## config.mk

```make
export PLATFORM = sky130hd
export DESIGN_NAME = axis_homing_responder
export DESIGN_NICKNAME = d
export VERILOG_FILES = /design/src/rtl/axis_homing_responder.sv
export SDC_FILE = /design/constraint.sdc
export NUM_CORES = 1
export LEC_CHECK = 0
export CELL_PAD_IN_SITES_DETAIL_PLACEMENT = 1
export CELL_PAD_IN_SITES_GLOBAL_PLACEMENT = 2
export CORE_ASPECT_RATIO = 2
export CORE_MARGIN = 3
export CORE_UTILIZATION = 30
export CTS_CLUSTER_DIAMETER = 120
export DETAILED_ROUTE_END_ITERATION = 10
export GPL_TIMING_DRIVEN = 0
export PLACE_DENSITY_LB_ADDON = 0.1
export REMOVE_ABC_BUFFERS = 1
export SLEW_MARGIN = 20
export SYNTH_ARGS = -nofsm -noshare
export SYNTH_HDL_FRONTEND = slang
export SYNTH_SLANG_ARGS = --single-unit
```

## constraint.sdc

```tcl
create_clock -name clk -period 3.61 [get_ports clk]
set_input_delay 0.722 -clock clk [delete_from_list [all_inputs] [get_ports clk]]
set_output_delay 0.722 -clock clk [all_outputs]
set_load 0.01 [all_outputs]
```

## src/rtl/axis_homing_responder.sv

```systemverilog
// Homing responder: steps one commanded axis toward zero at a fixed clock divide
// and reports the per-axis limit switches back to the motor sequencer.
module axis_homing_responder #(
  parameter int unsigned POS_W    = 8,
  parameter int unsigned STEP_DIV = 4,
  parameter int unsigned INIT_Z   = 5,
  parameter int unsigned INIT_X   = 3,
  parameter int unsigned INIT_Y   = 4
) (
  input  logic             clk,
  input  logic             reset,
  input  logic [2:0]       mot_cmd,
  input  logic [2:0]       load_axis,
  input  logic [POS_W-1:0] load_pos,
  output logic [2:0]       step,
  output logic             sz,
  output logic             sx,
  output logic             sy,
  output logic             busy,
  output logic             err,
  output logic [POS_W-1:0] pos_z,
  output logic [POS_W-1:0] pos_x,
  output logic [POS_W-1:0] pos_y
);

  typedef enum logic [1:0] {
    IDLE = 2'd0,
    MOVE = 2'd1,
    HOME = 2'd2
  } state_t;

  localparam logic [POS_W-1:0] POS_ONE  = POS_W'(1);
  localparam logic [7:0]       DIV_LAST = 8'(STEP_DIV - 1);
  localparam logic [7:0]       DIV_ONE  = 8'd1;

  state_t           state, state_next;
  logic [2:0]       axis_q;
  logic [7:0]       div;
  logic [POS_W-1:0] cmd_pos;
  logic [POS_W-1:0] axis_pos;
  logic             cmd_one_hot;
  logic             cmd_multi;
  logic             cmd_held;

  assign cmd_one_hot = (mot_cmd == 3'b001) || (mot_cmd == 3'b010) || (mot_cmd == 3'b100);
  assign cmd_multi   = (mot_cmd != 3'b000) && !cmd_one_hot;
  assign cmd_held    = |(mot_cmd & axis_q);

  assign sz = (pos_z == '0);
  assign sx = (pos_x == '0);
  assign sy = (pos_y == '0);

  // Position of the axis being requested (IDLE) and of the axis being moved.
  always_comb begin
    cmd_pos  = '0;
    axis_pos = '0;
    case (mot_cmd)
      3'b001:  cmd_pos = pos_z;
      3'b010:  cmd_pos = pos_x;
      3'b100:  cmd_pos = pos_y;
      default: cmd_pos = '0;
    endcase
    case (axis_q)
      3'b001:  axis_pos = pos_z;
      3'b010:  axis_pos = pos_x;
      3'b100:  axis_pos = pos_y;
      default: axis_pos = '0;
    endcase
  end

  // NOTE: every output of this block gets a default first, so no path leaves a
  // value unassigned and no latch is inferred.
  always_comb begin
    state_next = state;
    err        = 1'b0;
    case (state)
      IDLE: begin
        err = cmd_multi;
        // A preload on the same edge defers the move so it sees the new position.
        if (load_axis == 3'b000 && cmd_one_hot)
          state_next = (cmd_pos == '0) ? HOME : MOVE;
      end
      MOVE: begin
        if (!cmd_held)
          state_next = IDLE;
        else if (busy && div == DIV_LAST && axis_pos == POS_ONE)
          state_next = HOME;
      end
      HOME: begin
        if (!cmd_held)
          state_next = IDLE;
      end
      default: state_next = IDLE;
    endcase
  end

  // NOTE: all state here is updated with non-blocking assignments so every flop
  // sees pre-edge values regardless of statement order.
  always_ff @(posedge clk or posedge reset) begin
    if (reset) begin
      state  <= IDLE;
      pos_z  <= POS_W'(INIT_Z);
      pos_x  <= POS_W'(INIT_X);
      pos_y  <= POS_W'(INIT_Y);
      div    <= '0;
      axis_q <= '0;
      step   <= '0;
      busy   <= 1'b0;
    end else begin
      state <= state_next;
      step  <= '0;
      // busy rises on the first MOVE edge; the divider only runs once it is up,
      // which gives the one-edge setup before the first step.
      busy  <= (state == MOVE) && (state_next == MOVE);
      case (state)
        IDLE: begin
          if (load_axis[0]) pos_z <= load_pos;
          if (load_axis[1]) pos_x <= load_pos;
          if (load_axis[2]) pos_y <= load_pos;
          if (state_next != IDLE) begin
            axis_q <= mot_cmd;
            div    <= '0;
          end
        end
        MOVE: begin
          if (state_next != IDLE && busy) begin
            if (div == DIV_LAST) begin
              step <= axis_q;
              div  <= '0;
              if (axis_q[0]) pos_z <= pos_z - POS_ONE;
              if (axis_q[1]) pos_x <= pos_x - POS_ONE;
              if (axis_q[2]) pos_y <= pos_y - POS_ONE;
            end else begin
              div <= div + DIV_ONE;
            end
          end
        end
        default: ;
      endcase
    end
  end

endmodule

```

==> results of run 1 <==
-- kinds of logic (layout without fill, tap and decap cells) --
family / after synthesis / in the layout / synth area share [%]
flip-flops: 41 / 41 / 40.1
AO/OA/AOI/OAI: 100 / 100 / 25.9
XOR/XNOR: 1 / 1 / 0.340
AND/OR/NAND/NOR: 106 / 106 / 23.4
buffers and inverters: 27 / 69 / 5.20
multiplexers: 4 / 4 / 1.70
adder cells (fa/ha/maj): 7 / 7 / 3.40
-- routing by layer --
metal | wire length (um) | part of all wire (%)
met1 | 3190 | 38
met2 | 4700 | 57
met3 | 199 | 2.4
met4 | 207 | 2.5
met5 | 0 | 0
-- through the flow --
step / area (um^2) / cells
after floorplan: 2480 / 271
after global placement: 3080 / 416
after detailed placement: 3120 / 418
after CTS: 3290 / 426
after global routing: 3300 / 426
final: 3300 / 426
-- final cells by class --
type,count,area (um^2)
fill,957,4990
clock inverter,1,30.0
clock buffer,7,143
inverter,12,45.0
tap,98,123
sequential,41,1030
multi-input combinational,218,1420
timing repair buffer,49,505
-- layout by cell type (no fill, tap or decap), types with 2 or more instances in the layout --
cell type                         instances
sky130_fd_sc_hd__inv_1                   11
sky130_fd_sc_hd__o21bai_1                 2
sky130_fd_sc_hd__and3_1                   4
sky130_fd_sc_hd__nor3_1                   5
sky130_fd_sc_hd__nor2_1                  37
sky130_fd_sc_hd__nand2_1                 14
sky130_fd_sc_hd__o21ai_0                 17
sky130_fd_sc_hd__nor4_1                   4
sky130_fd_sc_hd__o31ai_1                  6
sky130_fd_sc_hd__mux2_2                   3
sky130_fd_sc_hd__dfstp_2                  5
sky130_fd_sc_hd__o21ai_2                  2
sky130_fd_sc_hd__o21a_1                   2
sky130_fd_sc_hd__clkdlybuf4s50_1         47
sky130_fd_sc_hd__and2_1                   5
sky130_fd_sc_hd__a31oi_1                  8
sky130_fd_sc_hd__clkbuf_16                5
sky130_fd_sc_hd__nand3_1                  9
sky130_fd_sc_hd__dfrtp_1                 36
sky130_fd_sc_hd__o21ai_1                 14
sky130_fd_sc_hd__nor2b_1                  5
sky130_fd_sc_hd__a41o_1                   5
sky130_fd_sc_hd__nand2b_1                 3
sky130_fd_sc_hd__and4_1                   3
sky130_fd_sc_hd__a21oi_1                 20
sky130_fd_sc_hd__ha_1                     7
sky130_fd_sc_hd__a22oi_1                  3
sky130_fd_sc_hd__o22a_1                   8
-- sequential cells by signal, indices dropped and copies added (netlist names) --
name	cells
pos_x	8
pos_z	8
busy	1
pos_y	8
axis_q	3
state	2
step	3
div	8
-- worst max-delay path by stage --
stage	startpoint	to	slack [ps]	cells past startpoint
after detailed placement	mot_cmd[1]	div[6]	320	6
after floorplan	mot_cmd[0]	div[5]	1450	5
after global routing	pos_z[3]	sz	340	4
final	pos_z[3]	sz	450	4
after global placement	mot_cmd[1]	div[5]	200	6
after CTS	pos_z[3]	sz	440	4
-- report_power, final --
group          internal, mW  switching, mW  leakage (nW)
clock network         0.346          0.186        0.0841
registers             0.541          0.125         0.501
logic                 0.219          0.215         0.750
==> results, run 1 <==
- The post-detailed-route DRC marker count is 0.
- The post-layout minimum cycle time is roughly 3200 ps.
- The synthesized flop and latch total is 41.
- TritonCTS created 5 clock buffers.
- Synthesis produced around 290 cells.
- Measured against its own limit, the worst slew margin works out to a little over a quarter.
- For this design, the CTS-stage hold fixing added 0 buffers.
- Using the TritonRoute via totals, the vias-per-cell ratio works out to between 5 and 6.
- The overall overflow remaining after global route is 0.
- Hold is met by 511 ps.
- After the last flow step, the layout net total stands at 350.
- Derived from the worst setup path, the maximum achievable clock frequency is roughly 320 MHz.
- Of all flip-flops after synthesis, the portion carrying an async set or reset was 100%.
- The class of the tightest hold or removal check is reg2reg.
- Max-cap violations in this run came to 0.
- Sequential cells were found to cover 40.1% of the synthesized design area.
- The routability congestion estimate from global placement is between 0.7 and 0.8.
- The root buffer selected by CTS is sky130_fd_sc_hd__clkbuf_16.
- The number of antenna violations at the first check in global routing is 0.
- The routed design has just over 8 mm of wire.
- In this run, synthesis inferred 0 flip-flops with an integrated enable.
- Data on the critical path is required at its endpoint by roughly 2900 ps.
- The first-pass GRT wire length is between 10 and 15 mm.
- The startpoint identified for the worst hold timing path is div[0].
- The met1 usage in global routing is 19.5%.
- The layout overhead on the synthesized area is 28.1%.
- The quantity of I/O buffers inserted on ports is 47.
- The die outline height is 137 um.
- Summed over all failing endpoints, the final setup total negative slack is 0 ps.
- The transition time of the tightest slew-check pin is roughly 1100 ps.
- The I/O pin count is 48.
- After synthesis, the mean cell area works out to ~9.0 um^2.
- Clock-pin slew was measured on the worst setup and hold paths at roughly 60 ps.
- The number of failing hold endpoints at the final stage is 0.
- For this run, the share of the core covered by cells in the final layout is slightly below 40%.
- The number of distinct library cells after synthesis is 59.
- The startpoint-to-endpoint class of the critical path is reg2out.
- In this run the critical register-to-register path is launched from state[1].
- The maximum net fanout on the critical path is 7.
- The standard-cell row count is between 40 and 50.
- In the final routed layout, each cell accounts on average for between 15 and 20 um.
- The number of global-route vias before repair was about 2500.
- Summed over all cells, the static leakage comes to approximately 1.3 nW.
- The met3 usage is under 10%.
- The count of final max-slew check failures is 0.
- The initial utilization of the core area, before any placement, comes to between 30 and 40%.
- The cell family contributing the most delay on the critical path is simple AND/OR/NAND/NOR gates.
- The most used routing layer is met2.
- For this run, the leading register cell type out of synthesis is sky130_fd_sc_hd__dfrtp_1.
- The total setup buffers inserted after CTS is 0.
- In this run the remaining antenna-violating nets after routing total 0.
- For the final database, setup skew stands at roughly 6.3 ps.
- The post-cts resize count is 0.
- The first detailed-routing pass ran for 4 iterations.
- The hold path endpoint is div[0].
- Counting along the longest clock path gives a buffer depth of 2.
- The number of DRC markers after the initial detailed-route iteration is 81.
- The worst-case setup margin in the final layout is about 450 ps.
- The sum of internal, switching and leakage power is between 1.5 and 2 mW.
- CTS saw 41 sinks.
- The worst setup path is launched from a flip-flop.
- The worst slack at placement is 321 ps.
- The share of Yosys cell area claimed by the top area cell type is 35.0%.
- Counting instances, the worst hold path has a depth of 1.
- The critical path endpoint category is an output port.
- For this block, the via count after detailed routing is approximately 2400.
- The region available for standard cell placement spans 8290 um^2.
- The H-tree was split into 2 levels.
- Yosys printed 0 warnings.
- Among all cell types in the netlist, the one instantiated most often is sky130_fd_sc_hd__nor2_1.
- After synthesis, the cell types taking the most area are sky130_fd_sc_hd__dfrtp_1 (35%), sky130_fd_sc_hd__nor2_1 (5.4%), sky130_fd_sc_hd__dfstp_2 (5.1%).
- The chip width is 71.5 um.
- The flow ran to the end, and the final reports show no timing, DRC or antenna violations.
- The floorplan die area is a little under 10000 um^2.
- For this run, the slowest stage of the critical path takes between 500 and 600 ps.
- In this run the register-to-register setup slack is just over 900 ps.
- Setup violations remaining at the end of the flow were counted as 0.
- The endpoint identified for the worst register-to-register timing path is div[5].
- The biggest area contributor in the post-synthesis netlist is sky130_fd_sc_hd__dfrtp_1.
- The post-route netlist has between 10% and 20% of its cells at a drive strength greater than 1.
- For this run, global-route usage on met2 was measured as 33.8%.
- Data on the critical path arrives at its endpoint at between 2000 and 2500 ps.
- Entering global routing, the biggest net connects 33 pins.
- The cell area after synthesis is around 2600 um^2.
- Setup repair after global routing left no endpoint under its margin.
- The slowest cell on the critical path is sky130_fd_sc_hd__clkdlybuf4s50_1.
- The maximum vdd drop is between 0.2 and 0.25 mV.
- The clock network latency to the later pin of the worst-skew pair is about 290 ps.
- The TritonCTS clock tree is done.
- Traced cell by cell, the critical path runs through or3_4, nor4_1, and2_1, clkdlybuf4s50_1.
- Global routing consumed, over all layers together, 17.9% of the routing resources.
- Power spread over the standard cell area amounts to between 400 and 500 nW/um^2.
- The worst path uses 87.6% of the clock period.
- By count the netlist is led by sky130_fd_sc_hd__nor2_1 (37), sky130_fd_sc_hd__dfrtp_1 (36), sky130_fd_sc_hd__a21oi_1 (20).
- Measured in cells, the most critical reg-to-reg path has a length of 5.
- After legalization and detailed placement, the total HPWL measured about 6 mm.
- The buffer and inverter count on the worst path is 1.
- The repair_antennas step left the layout with diodes totalling 0.
(Power assumes the default switching activity.)
==> inputs of run 2 (changes only) <==
--- a/config.mk
+++ b/config.mk
@@ -13,7 +13,7 @@
 export CTS_CLUSTER_DIAMETER = 120
 export DETAILED_ROUTE_END_ITERATION = 10
 export GPL_TIMING_DRIVEN = 0
-export PLACE_DENSITY_LB_ADDON = 0.1
+export PLACE_DENSITY = 0.78
 export REMOVE_ABC_BUFFERS = 1
 export SLEW_MARGIN = 20
 export SYNTH_ARGS = -nofsm -noshare
==> results, run 2 (same netlist as run 1, synthesis figures left out) <==
- The final layout contains routed wiring with a total length of approximately 8 mm.
- The setup violation total in the final timing report is 0.
- The count of antenna diodes in the layout is 0.
- Dividing the final minimum period by the clock period gives 84.2%.
- The power density of the placed cells is 493 nW/um^2.
- The initial utilization of the core area, before any placement, comes to between 30% and 40%.
- Leaving out fill and tap cells, the most frequent cells in the layout are sky130_fd_sc_hd__clkdlybuf4s50_1 (47), sky130_fd_sc_hd__nor2_1 (37), sky130_fd_sc_hd__dfrtp_1 (36), sky130_fd_sc_hd__a21oi_1 (20), sky130_fd_sc_hd__o21ai_0 (17).
- The later pin in the worst-skew pair is clocked with a latency of roughly 280 ps.
- The TritonCTS clock tree is done.
- The net total in the final layout is 350.
- Input and output buffers added on the ports amount to between 40 and 50.
- For this design, the slowest cell found on the critical path is sky130_fd_sc_hd__clkdlybuf4s50_1.
- The first global-routing pass estimated 13.2 mm of wire.
- The number of failing hold endpoints at the final stage is 0.
- Summed over all cells, the static leakage comes to between 1 and 1.5 nW.
- The root buffer selected by CTS is sky130_fd_sc_hd__clkbuf_16.
- The maximum net fanout on the critical path is 8.
- The clock skew after layout is 3.01 ps.
- The maximum root-to-sink buffer count is 2.
- The standard-cell row count is between 40 and 50.
- Traced cell by cell, the critical path runs through clkdlybuf4s50_1, o21ai_0, a21oi_1, clkdlybuf4s50_1.
- The wire-length estimate of the detail-placed layout is 6.20 mm.
- The transition time of the tightest slew-check pin is 984 ps.
- The largest incremental delay on the critical path is about 700 ps.
- The floorplan die area is a little under 10000 um^2.
- The number of antenna violations at the first check in global routing is 0.
- Relative to the synthesized area, the layout overhead comes to 28.1%.
- The floorplan step set the die height to roughly 140 um.
- The tool flagged a number of max-cap violations equal to 0.
- The sort of element at the start of the critical path is an input pin.
- The I/O pin count is between 40 and 50.
- The total routing resource utilization after global routing is between 10% and 20%.
- The post-cts resize count is 0.
- The setup TNS after final layout is 0 ps.
- The required time at the endpoint of the critical path is 2890 ps.
- The count of final max-slew check failures was 0.
- The worst slack at placement is between 200 and 300 ps.
- The number of hold buffers added after CTS was 0.
- For this block, the via count after detailed routing is about 2400.
- The worst setup path is captured at an output port.
- The post-detailed-route DRC marker count is 0.
- Setup repair after global routing left no endpoint under its margin.
- The number of vias per cell after detailed routing is about 5.6.
- Entering global routing, the biggest net connects 33 pins.
- The chip width is ~70 um.
- In this run the remaining antenna-violating nets after routing total 0.
- By startpoint and endpoint, the worst setup path is classified as in2out.
- The routability congestion estimate from global placement is 0.754.
- The maximum vdd drop is about 0.33 mV.
- The first TritonRoute pass finished after 4 iterations.
- For this run the aggregate overflow at the end of global routing stands at 0.
- The run finished with clean final reports.
- At the end of the flow the core is filled with cells to 39.8%.
- Timing would allow up to around 330 MHz.
- The post-layout minimum cycle time is 3040 ps.
- The worst relative slew slack is approximately 34%.
- The worst hold slack after final layout is just over 500 ps.
- The cell that appears most often on the critical path is sky130_fd_sc_hd__clkdlybuf4s50_1.
- Dividing the detail-routed wire length by the instance count gives around 19 um.
- After layout, the worst setup slack is approximately 570 ps.
- Data arrives at the worst endpoint at 2320 ps.
- Clock-pin slew was measured on the worst setup and hold paths at 60 ps.
- The clock tree synthesis step divided the H-tree into 2 levels.
- Once the clock tree was built, the setup fixing pass inserted 0 buffers.
- The core footprint is slightly above 8000 um^2.
- The number of clock buffers added by TritonCTS is 5.
- The buffer and inverter count on the worst path is 2.
- The number of clock sinks is 41.
- The cell area after placement is about 3100 um^2.
- The number of global-route vias before repair came to between 2000 and 2500.
- The number of DRC markers after the initial detailed-route iteration is 87.
- After routing the design area is approximately 3300 um^2.
- The leading cell type in the layout, fill and taps excluded is sky130_fd_sc_hd__clkdlybuf4s50_1.
- The fraction of final layout cells with drive strength greater than 1 is 10.7%.
- The gate family responsible for the most delay along the worst path is buffers and inverters.
- The path class of the tightest hold or removal check is reg2reg.
run 2: cell counts in the layout (fill, tap and decap cells not counted):
Identical to the previous run, type by type.
run 2: power by group:
part / total [mW] / internal (mW) / switching [mW]
logic: 0.431 / 0.219 / 0.211
clock network: 0.531 / 0.346 / 0.185
registers: 0.665 / 0.541 / 0.124
run 2: cell type report:
type                       instances  area, um^2
fill                             957        4990
clock buffer                       7         143
multi-input combinational        218        1420
sequential                        41        1030
timing repair buffer              49         505
tap                               98         123
clock inverter                     1        30.0
inverter                          12        45.0
run 2: worst paths after layout:
kind                                 start  endpoint  slack, ps  depth (start not counted)
worst max register to register    state[1]    div[5]        930                          5
worst min register to register      div[7]    div[7]        510                          1
max in group asynchronous            reset  pos_x[0]       2280                          3
worst max-delay path            mot_cmd[1]       err        570                          4
worst min-delay path                div[7]    div[7]        510                          1
min in group asynchronous            reset   step[0]        770                          2
run 2: stage by stage:
stage,instances,total power [mW]
detailed placement,418,1.11
global placement,416,1.09
floorplan,271,0.867
global route,426,1.72
finish,426,1.63
CTS,426,1.65
run 2: metal layers:
layer	vias to the layer above	part of all wire [%]	global-route usage [%]	wire, um
li1	1140	-	-	-
met1	1202	37	18.6	3040
met2	42	58	34.4	4740
met3	9	2.7	2.43	223
met4	0	2.2	6.38	182
met5	-	0	0	0
